File: src/rtl/ps2_host_tx_if.sv
// ---------------------------------------------------------------------------
// ps2_host_tx_if -- bundle of the PS/2 host-transmit request and bus signals.
//
//   send         request pulse from the command source
//   cmd_byte     command byte presented with send
//   ps2_clk_in   sampled level of the shared PS2_CLK line
//   ps2_dat_in   sampled level of the shared PS2_DAT line
//   ps2_clk_low  1 = transmitter pulls PS2_CLK low
//   ps2_dat_low  1 = transmitter pulls PS2_DAT low
//   busy         transmission in progress (receive path should ignore bus)
//   done         one-cycle pulse: byte sent and acked by the device
//   error        one-cycle pulse: transfer aborted
//   err_code     abort reason, valid with error, held until next accept
//
// master: the command source / pad side.  slave: the transmitter.
// ---------------------------------------------------------------------------
interface ps2_host_tx_if;
   logic       send;
   logic [7:0] cmd_byte;
   logic       ps2_clk_in;
   logic       ps2_dat_in;
   logic       ps2_clk_low;
   logic       ps2_dat_low;
   logic       busy;
   logic       done;
   logic       error;
   logic [1:0] err_code;

   modport master (
      output send, cmd_byte, ps2_clk_in, ps2_dat_in,
      input  ps2_clk_low, ps2_dat_low, busy, done, error, err_code
   );

   modport slave (
      input  send, cmd_byte, ps2_clk_in, ps2_dat_in,
      output ps2_clk_low, ps2_dat_low, busy, done, error, err_code
   );
endinterface

File: src/rtl/ps2_host_tx.sv
// ---------------------------------------------------------------------------
// ps2_host_tx -- PS/2 host-to-device command transmitter.
//
// Sends one byte (start 0, D0..D7 LSB first, odd parity, stop 1) to the
// attached keyboard/mouse and checks the device ack bit.  The bus is driven
// open-drain through low-enables; the top level turns each enable into
// 1'b0 / 1'bz on the pin.
//
// Ports:
//   CLOCK_50  system clock (50 MHz)
//   Resetn    asynchronous active-low reset
//   bus       ps2_host_tx_if.slave: send/cmd_byte request, sampled line
//             levels in, low-enables out, busy/done/error/err_code status
//
// err_code: 01 start timeout, 10 transfer timeout, 11 NACK.
// ---------------------------------------------------------------------------
module ps2_host_tx #(
   parameter int INHIBIT_CYCLES = 5000,    // CLK held low before the request
   parameter int SETUP_CYCLES   = 50,      // CLK and DAT both low before release
   parameter int START_TIMEOUT  = 750000,  // release -> first device fall
   parameter int XFER_TIMEOUT   = 100000,  // release -> ack edge / idle
   parameter int CNT_W          = 20       // must hold the largest value above
) (
   input  logic          CLOCK_50,
   input  logic          Resetn,
   ps2_host_tx_if.slave  bus
);

   localparam logic [CNT_W-1:0] INH_LAST   = CNT_W'(INHIBIT_CYCLES - 1);
   localparam logic [CNT_W-1:0] SETUP_LAST = CNT_W'(SETUP_CYCLES - 1);
   localparam logic [CNT_W-1:0] START_LAST = CNT_W'(START_TIMEOUT - 1);
   localparam logic [CNT_W-1:0] XFER_LAST  = CNT_W'(XFER_TIMEOUT - 1);

   localparam logic [1:0] ERR_START = 2'b01;
   localparam logic [1:0] ERR_XFER  = 2'b10;
   localparam logic [1:0] ERR_NACK  = 2'b11;

   typedef enum logic [2:0] {
      S_IDLE,
      S_INHIBIT,
      S_SETUP,
      S_WAIT_FIRST,
      S_SHIFT,
      S_WAIT_IDLE
   } state_t;

   state_t           state_q,    state_d;
   logic [CNT_W-1:0] cnt_q,      cnt_d;
   logic [3:0]       bidx_q,     bidx_d;
   logic [8:0]       frame_q,    frame_d;     // {parity, data}, shifts out LSB first
   logic             clk_low_q,  clk_low_d;
   logic             dat_low_q,  dat_low_d;
   logic             busy_q,     busy_d;
   logic             done_q,     done_d;
   logic             error_q,    error_d;
   logic [1:0]       err_code_q, err_code_d;

   // ---------------------------------------------------------------------
   // Line synchronizers and falling-edge detect on PS2_CLK
   // ---------------------------------------------------------------------
   logic [1:0] clk_sync;
   logic [1:0] dat_sync;
   logic       clk_prev;
   logic       sync_clk;
   logic       sync_dat;
   logic       fall;

   assign sync_clk = clk_sync[1];
   assign sync_dat = dat_sync[1];
   assign fall     = clk_prev & ~sync_clk;

   // NOTE: the synchronizer flops reset to the idle-high bus level so that
   // leaving reset never fabricates a falling edge on PS2_CLK.
   always_ff @(posedge CLOCK_50 or negedge Resetn) begin
      if (!Resetn) begin
         clk_sync <= 2'b11;
         dat_sync <= 2'b11;
         clk_prev <= 1'b1;
      end else begin
         clk_sync <= {clk_sync[0], bus.ps2_clk_in};
         dat_sync <= {dat_sync[0], bus.ps2_dat_in};
         clk_prev <= clk_sync[1];
      end
   end

   // ---------------------------------------------------------------------
   // State and output registers
   // ---------------------------------------------------------------------
   // NOTE: sequential state is updated with non-blocking assignments so every
   // register samples the pre-edge values computed by the combinational block.
   always_ff @(posedge CLOCK_50 or negedge Resetn) begin
      if (!Resetn) begin
         state_q    <= S_IDLE;
         cnt_q      <= '0;
         bidx_q     <= '0;
         frame_q    <= '0;
         clk_low_q  <= 1'b0;
         dat_low_q  <= 1'b0;
         busy_q     <= 1'b0;
         done_q     <= 1'b0;
         error_q    <= 1'b0;
         err_code_q <= 2'b00;
      end else begin
         state_q    <= state_d;
         cnt_q      <= cnt_d;
         bidx_q     <= bidx_d;
         frame_q    <= frame_d;
         clk_low_q  <= clk_low_d;
         dat_low_q  <= dat_low_d;
         busy_q     <= busy_d;
         done_q     <= done_d;
         error_q    <= error_d;
         err_code_q <= err_code_d;
      end
   end

   // ---------------------------------------------------------------------
   // Next-state / next-output logic
   // ---------------------------------------------------------------------
   always_comb begin
      // NOTE: every signal gets a default before the case statement, so no
      // path leaves a value unassigned and no latch is inferred.
      state_d    = state_q;
      cnt_d      = cnt_q;
      bidx_d     = bidx_q;
      frame_d    = frame_q;
      clk_low_d  = clk_low_q;
      dat_low_d  = dat_low_q;
      busy_d     = busy_q;
      done_d     = 1'b0;
      error_d    = 1'b0;
      err_code_d = err_code_q;

      unique case (state_q)
         S_IDLE: begin
            clk_low_d = 1'b0;
            dat_low_d = 1'b0;
            if (bus.send) begin
               frame_d    = {~^bus.cmd_byte, bus.cmd_byte};
               busy_d     = 1'b1;
               err_code_d = 2'b00;
               cnt_d      = '0;
               clk_low_d  = 1'b1;
               state_d    = S_INHIBIT;
            end
         end

         S_INHIBIT: begin
            if (cnt_q == INH_LAST) begin
               cnt_d     = '0;
               dat_low_d = 1'b1;               // start bit
               state_d   = S_SETUP;
            end else begin
               cnt_d = cnt_q + 1'b1;
            end
         end

         S_SETUP: begin
            if (cnt_q == SETUP_LAST) begin
               cnt_d     = '0;
               bidx_d    = '0;
               clk_low_d = 1'b0;               // hand the clock to the device
               state_d   = S_WAIT_FIRST;
            end else begin
               cnt_d = cnt_q + 1'b1;
            end
         end

         S_WAIT_FIRST: begin
            cnt_d = cnt_q + 1'b1;
            if (cnt_q >= START_LAST) begin
               error_d    = 1'b1;
               err_code_d = ERR_START;
               busy_d     = 1'b0;
               clk_low_d  = 1'b0;
               dat_low_d  = 1'b0;
               state_d    = S_IDLE;
            end else if (fall) begin
               dat_low_d = ~frame_q[0];
               frame_d   = {1'b0, frame_q[8:1]};
               bidx_d    = 4'd1;
               state_d   = S_SHIFT;
            end
         end

         S_SHIFT: begin
            cnt_d = cnt_q + 1'b1;
            // The running transfer timeout wins over a coincident fall.
            if (cnt_q >= XFER_LAST) begin
               error_d    = 1'b1;
               err_code_d = ERR_XFER;
               busy_d     = 1'b0;
               clk_low_d  = 1'b0;
               dat_low_d  = 1'b0;
               state_d    = S_IDLE;
            end else if (fall) begin
               if (bidx_q <= 4'd8) begin
                  // D1..D7, then parity
                  dat_low_d = ~frame_q[0];
                  frame_d   = {1'b0, frame_q[8:1]};
                  bidx_d    = bidx_q + 1'b1;
               end else if (bidx_q == 4'd9) begin
                  dat_low_d = 1'b0;            // stop bit, also frees DAT for ack
                  bidx_d    = 4'd10;
               end else if (!sync_dat) begin
                  state_d   = S_WAIT_IDLE;     // device acked
               end else begin
                  error_d    = 1'b1;
                  err_code_d = ERR_NACK;
                  busy_d     = 1'b0;
                  clk_low_d  = 1'b0;
                  dat_low_d  = 1'b0;
                  state_d    = S_IDLE;
               end
            end
         end

         S_WAIT_IDLE: begin
            cnt_d     = cnt_q + 1'b1;
            clk_low_d = 1'b0;
            dat_low_d = 1'b0;
            if (cnt_q >= XFER_LAST) begin
               error_d    = 1'b1;
               err_code_d = ERR_XFER;
               busy_d     = 1'b0;
               state_d    = S_IDLE;
            end else if (sync_clk && sync_dat) begin
               done_d  = 1'b1;
               busy_d  = 1'b0;
               state_d = S_IDLE;
            end
         end

         default: begin
            busy_d    = 1'b0;
            clk_low_d = 1'b0;
            dat_low_d = 1'b0;
            state_d   = S_IDLE;
         end
      endcase
   end

   assign bus.ps2_clk_low = clk_low_q;
   assign bus.ps2_dat_low = dat_low_q;
   assign bus.busy        = busy_q;
   assign bus.done        = done_q;
   assign bus.error       = error_q;
   assign bus.err_code    = err_code_q;

endmodule

File: src/flat_wrapper.sv
// flat-port wrapper written by rule: the top's interface ports become plain ports
module ps2_host_tx_flat 
#(
   parameter int INHIBIT_CYCLES = 5000,                                      
   parameter int SETUP_CYCLES   = 50,                                            
   parameter int START_TIMEOUT  = 750000,                                 
   parameter int XFER_TIMEOUT   = 100000,                               
   parameter int CNT_W          = 20                                           
)
  (CLOCK_50, Resetn, bus_send, bus_cmd_byte, bus_ps2_clk_in, bus_ps2_dat_in, bus_ps2_clk_low, bus_ps2_dat_low, bus_busy, bus_done, bus_error, bus_err_code);
  ps2_host_tx_if bus_i ();
  input  logic CLOCK_50;
  input  logic Resetn;
  input wire logic [$bits(bus_i.send)-1:0] bus_send;
  input wire logic [$bits(bus_i.cmd_byte)-1:0] bus_cmd_byte;
  input wire logic [$bits(bus_i.ps2_clk_in)-1:0] bus_ps2_clk_in;
  input wire logic [$bits(bus_i.ps2_dat_in)-1:0] bus_ps2_dat_in;
  output wire logic [$bits(bus_i.ps2_clk_low)-1:0] bus_ps2_clk_low;
  output wire logic [$bits(bus_i.ps2_dat_low)-1:0] bus_ps2_dat_low;
  output wire logic [$bits(bus_i.busy)-1:0] bus_busy;
  output wire logic [$bits(bus_i.done)-1:0] bus_done;
  output wire logic [$bits(bus_i.error)-1:0] bus_error;
  output wire logic [$bits(bus_i.err_code)-1:0] bus_err_code;
  assign bus_i.send = bus_send;
  assign bus_i.cmd_byte = bus_cmd_byte;
  assign bus_i.ps2_clk_in = bus_ps2_clk_in;
  assign bus_i.ps2_dat_in = bus_ps2_dat_in;
  assign bus_ps2_clk_low = bus_i.ps2_clk_low;
  assign bus_ps2_dat_low = bus_i.ps2_dat_low;
  assign bus_busy = bus_i.busy;
  assign bus_done = bus_i.done;
  assign bus_error = bus_i.error;
  assign bus_err_code = bus_i.err_code;
  ps2_host_tx #(.INHIBIT_CYCLES(INHIBIT_CYCLES), .SETUP_CYCLES(SETUP_CYCLES), .START_TIMEOUT(START_TIMEOUT), .XFER_TIMEOUT(XFER_TIMEOUT), .CNT_W(CNT_W)) u_core (.CLOCK_50(CLOCK_50), .Resetn(Resetn), .bus(bus_i));
endmodule
File: config.mk
export PLATFORM = sky130hd
export DESIGN_NAME = ps2_host_tx_flat
export DESIGN_NICKNAME = d
export VERILOG_FILES = /design/src/rtl/ps2_host_tx_if.sv /design/src/rtl/ps2_host_tx.sv /design/src/flat_wrapper.sv
export SDC_FILE = /design/constraint.sdc
export NUM_CORES = 1
export LEC_CHECK = 0
export ABC_AREA = 1
export CAP_MARGIN = 20
export CORE_ASPECT_RATIO = 2
export CORE_MARGIN = 2
export CORE_UTILIZATION = 60
export DETAILED_ROUTE_END_ITERATION = 7
export GPL_TIMING_DRIVEN = 0
export PLACE_DENSITY_LB_ADDON = 0.1
export SLEW_MARGIN = 20
export SYNTH_ARGS = -nofsm -noshare
export SYNTH_HDL_FRONTEND = slang
export SYNTH_SLANG_ARGS = --single-unit
File: constraint.sdc
create_clock -name CLOCK_50 -period 3.11 [get_ports CLOCK_50]
set_clock_uncertainty 0.05 [all_clocks]
set_input_delay 0.311 -clock CLOCK_50 [delete_from_list [all_inputs] [get_ports CLOCK_50]]
set_output_delay 0.311 -clock CLOCK_50 [all_outputs]
set_load 0.01 [all_outputs]
==> metrics.txt, run 1 <==
die area 5850 um^2; vias 2840; layout cells sized above 1 15.2%; Die Y 106 um; reg-to-reg startpoint u_core.cnt_q[0]; final-layout fill cell count 454; WL/cell 13.9 um; DRC viols 0; number of library cell types mapped by synthesis 38; Slew Limit Fails 0; flop-to-flop setup slack 1000 ps; CP most frequent cell nand2_1; Synth Area in Compound Gates 10.8%; Die X 55.1 um; max incr delay on CP 440 ps; Initial Utilization 61.5%; syn_nets 449; synthesized area per cell 7.27 um^2; worst path required time 3270 ps; Slew headroom 64.5%; largest family of logic cells by synthesized area simple AND/OR/NAND/NOR gates; Cell Pwr Density 310 nW/um^2; Initial DRC Count 106; IO Pins 20; CTS tree built; Gate Count Post-Synth 431; Design Area, Final 3510 um^2; Hold Crit Class reg -> reg; status complete, no violations; asr flop ratio synth 100%; CTS root buf clkbuf_8; leakage 1.71 nW; vias in the first global route 2753; post-synthesis sequential area ratio 38.5%; initial antenna violation count 0; Post-Synth Simple-Gate Area 37.5%; CTS clk-pin slew, worst paths 90 ps; xor/xnor share of the synthesized area 2.80%; fin worst setup slack 997 ps; critical path depth 12; num rows 37; drt pass-1 iters 4; Port Buf Inserts 19; WL final 7180 um; Max Root-Sink Buffers 2; TNS Setup 0 ps; Post-synth EDFFs 0; Worst Max-Slew Pin Slew 533 ps; final hold viol count 0; Post-layout nets 477; Final min period 2110 ps; Clock Latency Late Sink 310 ps; n_diodes 0; Primary FF master, synth dfrtp_1; critical path capture point type flip-flop; GRT Residual Overflow 0; Worst Hold Depth 0; CP max-delay cell dfrtp_1; RSZ-0062 raised after global routing false; Pwr Total 1.09 mW; vias per cell 5.48; Max VDD drop 0.319 mV; Post-CTS Resized 0; Worst Path Buf+Inv 0; GRT Total Usage 28.3%; mux cell area share after synthesis 0%; Post CTS Setup Buffer Count 0; Setup-failing EPs final 0; CP max FO 5; WHS Endpoint u_core.clk_sync[1]; #FFs+latches synth 48; Core Region 5090 um^2; Mapped Area 3130 um^2; Antenna Nets Post-Route 0; family with the most delay on the worst path simple AND/OR/NAND/NOR gates; WS Path Type reg -> reg; reg2reg end u_core.bus.err_code[1]; HPWL Detailed 5580 um; CP arrival 2270 ps; largest net degree at the start of global routing 27; FF/Latch Area 1210 um^2; HP Start u_core.clk_sync[0]; Area growth syn-to-layout 12.1%; f_max 0.473 GHz; GPL Wtd Cong 0.890; CTS buffer count 5; worst reg2reg path depth 12; dpl ws 1030 ps; area of placed instances 3410 um^2; yosys warns 0; first-pass GRT wire length 12000 um; max-cap violations 0; CP Cell Sequence ha_1, nand2_1, nor2_1, nand4_1, nand2_1, nand2_1, nand3_1, nand2_1, nor2_1, nand2_1, nand2_1, nand2_1; CTS H-tree lvls 2; Synth Area in Adders 2.00%; Multi-input gate area 1670 um^2; Final Cycle Share 68.0%; CP Launch Type flip-flop; Clock Sinks 48
==> cells in the final DEF, fill, tap and decap left out, types with 4 or more instances in the layout <==
| cell | netlist | layout |
|---|---|---|
| a21oi_1 | 16 | 16 |
| clkbuf_8 | 0 | 6 |
| clkdlybuf4s50_1 | 0 | 18 |
| dfrtp_1 | 43 | 43 |
| dfstp_2 | 5 | 5 |
| ha_1 | 5 | 5 |
| inv_1 | 51 | 51 |
| inv_2 | 11 | 11 |
| nand2_1 | 128 | 128 |
| nand2_2 | 8 | 8 |
| nand3_1 | 26 | 26 |
| nand3_2 | 4 | 4 |
| nand4_1 | 5 | 5 |
| nor2_1 | 46 | 46 |
| nor2_2 | 6 | 6 |
| nor2_4 | 5 | 5 |
| nor3_1 | 6 | 6 |
| nor3_2 | 4 | 4 |
| o21ai_0 | 13 | 13 |
| o21ai_1 | 10 | 10 |
| o21ai_2 | 9 | 9 |
| xnor2_1 | 5 | 5 |
| xor2_1 | 5 | 5 |
==> cells in the mapped netlist (2+ instances only) <==
master | instances | share of area, %
nand4_1 | 5 | 1.0
inv_1 | 51 | 6.1
o21ai_0 | 13 | 2.1
xor2_1 | 5 | 1.4
nand3_1 | 26 | 4.2
o22ai_1 | 2 | 0.40
xnor2_1 | 5 | 1.4
dfstp_2 | 5 | 4.2
a21oi_1 | 16 | 2.6
nor3_1 | 6 | 0.96
nor2_1 | 46 | 5.5
nand2_1 | 128 | 15
dfrtp_1 | 43 | 34
ha_1 | 5 | 2.0
nand3_2 | 4 | 1.3
nor2_4 | 5 | 1.8
nor3_2 | 4 | 1.3
o21ai_2 | 9 | 2.5
a31oi_1 | 2 | 0.40
nand2_4 | 2 | 0.72
inv_2 | 11 | 1.3
o21ai_1 | 10 | 1.6
nand2_2 | 8 | 1.6
nor2_2 | 6 | 1.2
==> routing by layer <==
metal  track usage (%)  vias to the layer above  wire length [um]
met4              17.9                        0               441
met3              4.35                       34               184
met5                 0                        -                 0
met2              49.4                       72              3960
met1              29.0                     1308              2600
li1                  -                     1426                 -
==> area by class of cell <==
type / count / area share (%)
inverter: 62 / 6.63
timing repair buffer: 21 / 6.13
sequential: 48 / 34.4
clock buffer: 8 / 2.57
buffer: 3 / 0.784
multi-input combinational: 318 / 47.4
tap: 58 / 2.07
==> repair_timing <==
item                                   in CTS  in global routing
endpoints found under the hold margin      17                  0
setup endpoints to repair                   0                  0
hold buffers                                1                  0
==> sequential cells by signal, indices dropped and copies added (netlist names) <==
signal / cells
u_core.cnt_q: 20
u_core.bus.ps2_clk_low: 1
u_core.bus.busy: 1
u_core.bidx_q: 4
u_core.bus.done: 1
u_core.bus.error: 1
u_core.dat_sync: 2
u_core.clk_prev: 1
u_core.bus.err_code: 2
u_core.bus.ps2_dat_low: 1
u_core.clk_sync: 2
u_core.state_q: 3
u_core.frame_q: 9
==> power by group <==
part / total [mW] / switching (mW) / internal, mW
clock network: 0.400 / 0.218 / 0.182
logic: 0.0576 / 0.0304 / 0.0272
registers: 0.632 / 0.00221 / 0.629
total: 1.09 / 0.250 / 0.839
==> metrics by stage <==
step	cells	utilization (%)	hold WS, ps
floorplan	431	-	-34.6
global placement	508	66.7	295
detailed placement	509	67.0	272
CTS	518	68.9	310
global route	518	68.9	313
finish	518	68.9	309
==> cell families (layout without fill, tap and decap cells) <==
kind of cell	count (synthesis)	in the layout
compound gates	56	56
flops	48	48
fa+ha+maj	5	5
buf+inv	65	94
simple gates	247	247
xor+xnor	10	10
==> worst max path at each step <==
| stage | from | end | slack (ps) |
|---|---|---|---|
| after floorplan | u_core.cnt_q[0] | u_core.bus.err_code[1] | 1380 |
| after global placement | Resetn | u_core.frame_q[5] | 320 |
| after detailed placement | u_core.cnt_q[0] | u_core.bus.err_code[1] | 1030 |
| after CTS | u_core.cnt_q[0] | u_core.bus.err_code[1] | 1010 |
| after global routing | u_core.cnt_q[0] | u_core.bus.err_code[1] | 760 |
| final | u_core.cnt_q[0] | u_core.bus.err_code[1] | 1000 |
Power figures use the tool's default switching activity.
==> run 2: changes to the inputs <==
--- a/config.mk
+++ b/config.mk
@@ -9,7 +9,7 @@
 export CAP_MARGIN = 20
 export CORE_ASPECT_RATIO = 2
 export CORE_MARGIN = 2
-export CORE_UTILIZATION = 60
+export CORE_UTILIZATION = 54
 export DETAILED_ROUTE_END_ITERATION = 7
 export GPL_TIMING_DRIVEN = 0
 export PLACE_DENSITY_LB_ADDON = 0.1
==> constraint.sdc (replaced) <==
create_clock -name CLOCK_50 -period 1.7 [get_ports CLOCK_50]
set_clock_uncertainty 0.05 [all_clocks]
set_input_delay 0.17 -clock CLOCK_50 [delete_from_list [all_inputs] [get_ports CLOCK_50]]
set_output_delay 0.17 -clock CLOCK_50 [all_outputs]
set_load 0.01 [all_outputs]
==> run 2 against run 1 <==
  * The run now ends with negative setup slack left
  * Sequential cell count unchanged
  * Worst hold slack worse by 71 ps
  * Combinational power up 88%
  * Clock power rose to 2.6 times the previous value
  * Cell area up 21%
  * Global-route usage down 1.2 points
  * Via count up 8.4%
  * Register-to-register slack worse by 1200 ps
  * Fmax up 9.2%
  * Largest cell class unchanged
==> metrics.txt, run 2 (synthesis results as in run 1) <==
status finished, violations left; failing checks negative setup slack; Core Region 5660 um^2; CTS H-tree lvls 2; CTS buffer count 5; RSZ-0062 raised after global routing true; Clock Sinks 48; Hold Crit Class in -> reg; Area growth syn-to-layout 35.8%; GPL Wtd Cong 0.945; Clock Latency Late Sink 300 ps; commonest cells after routing, fill and taps aside nand2_1 (102), inv_1 (45), dfrtp_1 (32), nor2_1 (28), nand2_2 (27); vias per cell 5.56; CTS tree built; switching share of power 22.0%; Die Y 112 um; WL final 8650 um; IO Pins 20; Max VDD drop 0.764 mV; largest net degree at the start of global routing 27; max-cap violations 0; Port Buf Inserts 19; drt pass-1 iters 4; Final Cycle Share 114%; HPWL Detailed 5810 um; Post-layout nets 510; CP Launch Type flip-flop; Antenna Nets Post-Route 0; fin worst setup slack -235 ps; worst path required time 1890 ps; Switch Pwr 0.503 mW; final core occ 75.2%; CP max FO 8; Seq pwr share 50.6%; GRT Total Usage 27.1%; first-pass GRT wire length 13400 um; Slew headroom 64.5%; Setup-failing EPs final 40; initial antenna violation count 0; most common cell after layout, fill and taps aside nand2_1; critical path capture point type flip-flop; reg2reg end u_core.state_q[1]; num rows 39; most flop-heavy register u_core.cnt_q; Die X 57.9 um; WS Path Type reg -> reg; f_max 0.517 GHz; HP Start bus_ps2_dat_in; Max Root-Sink Buffers 2; die area 6460 um^2; Cell Int Power 1.78 mW; Cell Pwr Density 537 nW/um^2; Comb pwr share 4.7%; max incr delay on CP 420 ps; DRC viols 0; CP Cell Sequence ha_4, nand2_4, nor2_4, nand3_2, nand3_4, nand2_8, nand2_2, nand2_4, nor2_4, buf_6, nand3_2, nand2_1; layout cells sized above 1 38.3%; CTS root buf clkbuf_16; biggest regs u_core.cnt_q: 20 flops, u_core.frame_q: 9 flops, u_core.bidx_q: 4 flops; worst reg2reg path depth 12; Clock power frac 44.6%; flop-to-flop setup slack -240 ps; Final min period 1940 ps; vias 3079; max reg flops 20; leakage 1.96 nW; family with the most delay on the worst path simple AND/OR/NAND/NOR gates; Initial DRC Count 138; Worst Hold Depth 1; n_diodes 0; CP max-delay cell dfrtp_2; final hold viol count 0; WHS Endpoint u_core.dat_sync[0]; CP arrival 2120 ps; vias in the first global route 3058; Slew Limit Fails 0; CTS clk-pin slew, worst paths 70 ps; TNS Setup -4750 ps; reg-to-reg startpoint u_core.cnt_q[1]; WL/cell 15.6 um; Worst Path Buf+Inv 1; Worst Max-Slew Pin Slew 532 ps; Initial Utilization 55.3%; Pwr Total 2.29 mW; GRT Residual Overflow 0
==> run 2: area by class of cell <==
class | instances | area, um^2
inverters | 62 | 246
flip-flops and latches | 48 | 1220
clock buffers | 6 | 139
repair buffers | 53 | 498
multi-input cells | 319 | 2030
clock inverters | 2 | 10.0
fillers | 429 | 1410
plain buffers | 3 | 33.8
well taps | 61 | 76.3
==> run 2: how the worst max path moves through the flow <==
stage	depth (start not counted)	end	start	slack, ps
floorplan	12	u_core.bus.err_code[1]	u_core.cnt_q[0]	3
global placement	1	u_core.frame_q[3]	Resetn	-970
detailed placement	12	u_core.bus.err_code[1]	u_core.cnt_q[0]	-390
CTS	12	u_core.bus.busy	u_core.cnt_q[0]	-150
global route	12	u_core.state_q[0]	u_core.cnt_q[1]	-290
finish	12	u_core.state_q[1]	u_core.cnt_q[1]	-240
==> run 2: metrics by stage <==
stage	std cells	setup WS, ps	hold WS (ps)	cell area, um^2
4_1_cts	539	-155	234	3910
5_1_grt	554	-286	245	4260
3_5_place_dp	512	-388	125	3420
2_1_floorplan	431	2.50	-176	3140
3_3_place_gp	511	-969	295	3400
6_report	554	-235	238	4260
==> run 2: timing repair <==
item                       in CTS  in global routing
gates cloned                    1                  0
resized for setup              55                 69
setup endpoints to repair      39                 41
hold buffers                    1                  0
pin swaps                      16                 21
setup buffers                  17                 15
hold endpoints to repair       17                  0
==> run 2: worst register-to-register path, stage by stage, from the launching register on <==
cell,delay [ps]
dfrtp_2,420
ha_4,160
nand2_4,60
nor2_4,150
nand3_2,120
nand3_4,110
nand2_8,90
nand2_2,90
nand2_4,60
nor2_4,270
buf_6,150
nand3_2,70
nand2_1,80
==> run 2: per-layer routing <==
| layer | track usage [%] | vias up | share of wire (%) |
|---|---|---|---|
| met5 | 0 | - | 0 |
| met1 | 25.9 | 1442 | 34 |
| li1 | - | 1499 | - |
| met2 | 49.3 | 97 | 57 |
| met4 | 20.6 | 0 | 6.0 |
| met3 | 3.37 | 41 | 3.1 |
==> run 2: power groups by stage <==
| stage | logic [mW] | registers [mW] | clock network, mW |
|---|---|---|---|
| after detailed placement | 0.108 | 1.18 | 0 |
| after floorplan | 0.0417 | 1.18 | 0 |
| after global routing | 0.122 | 1.16 | 1.08 |
| final | 0.108 | 1.16 | 1.02 |
| after global placement | 0.101 | 1.18 | 0 |
| after CTS | 0.110 | 1.16 | 1.03 |
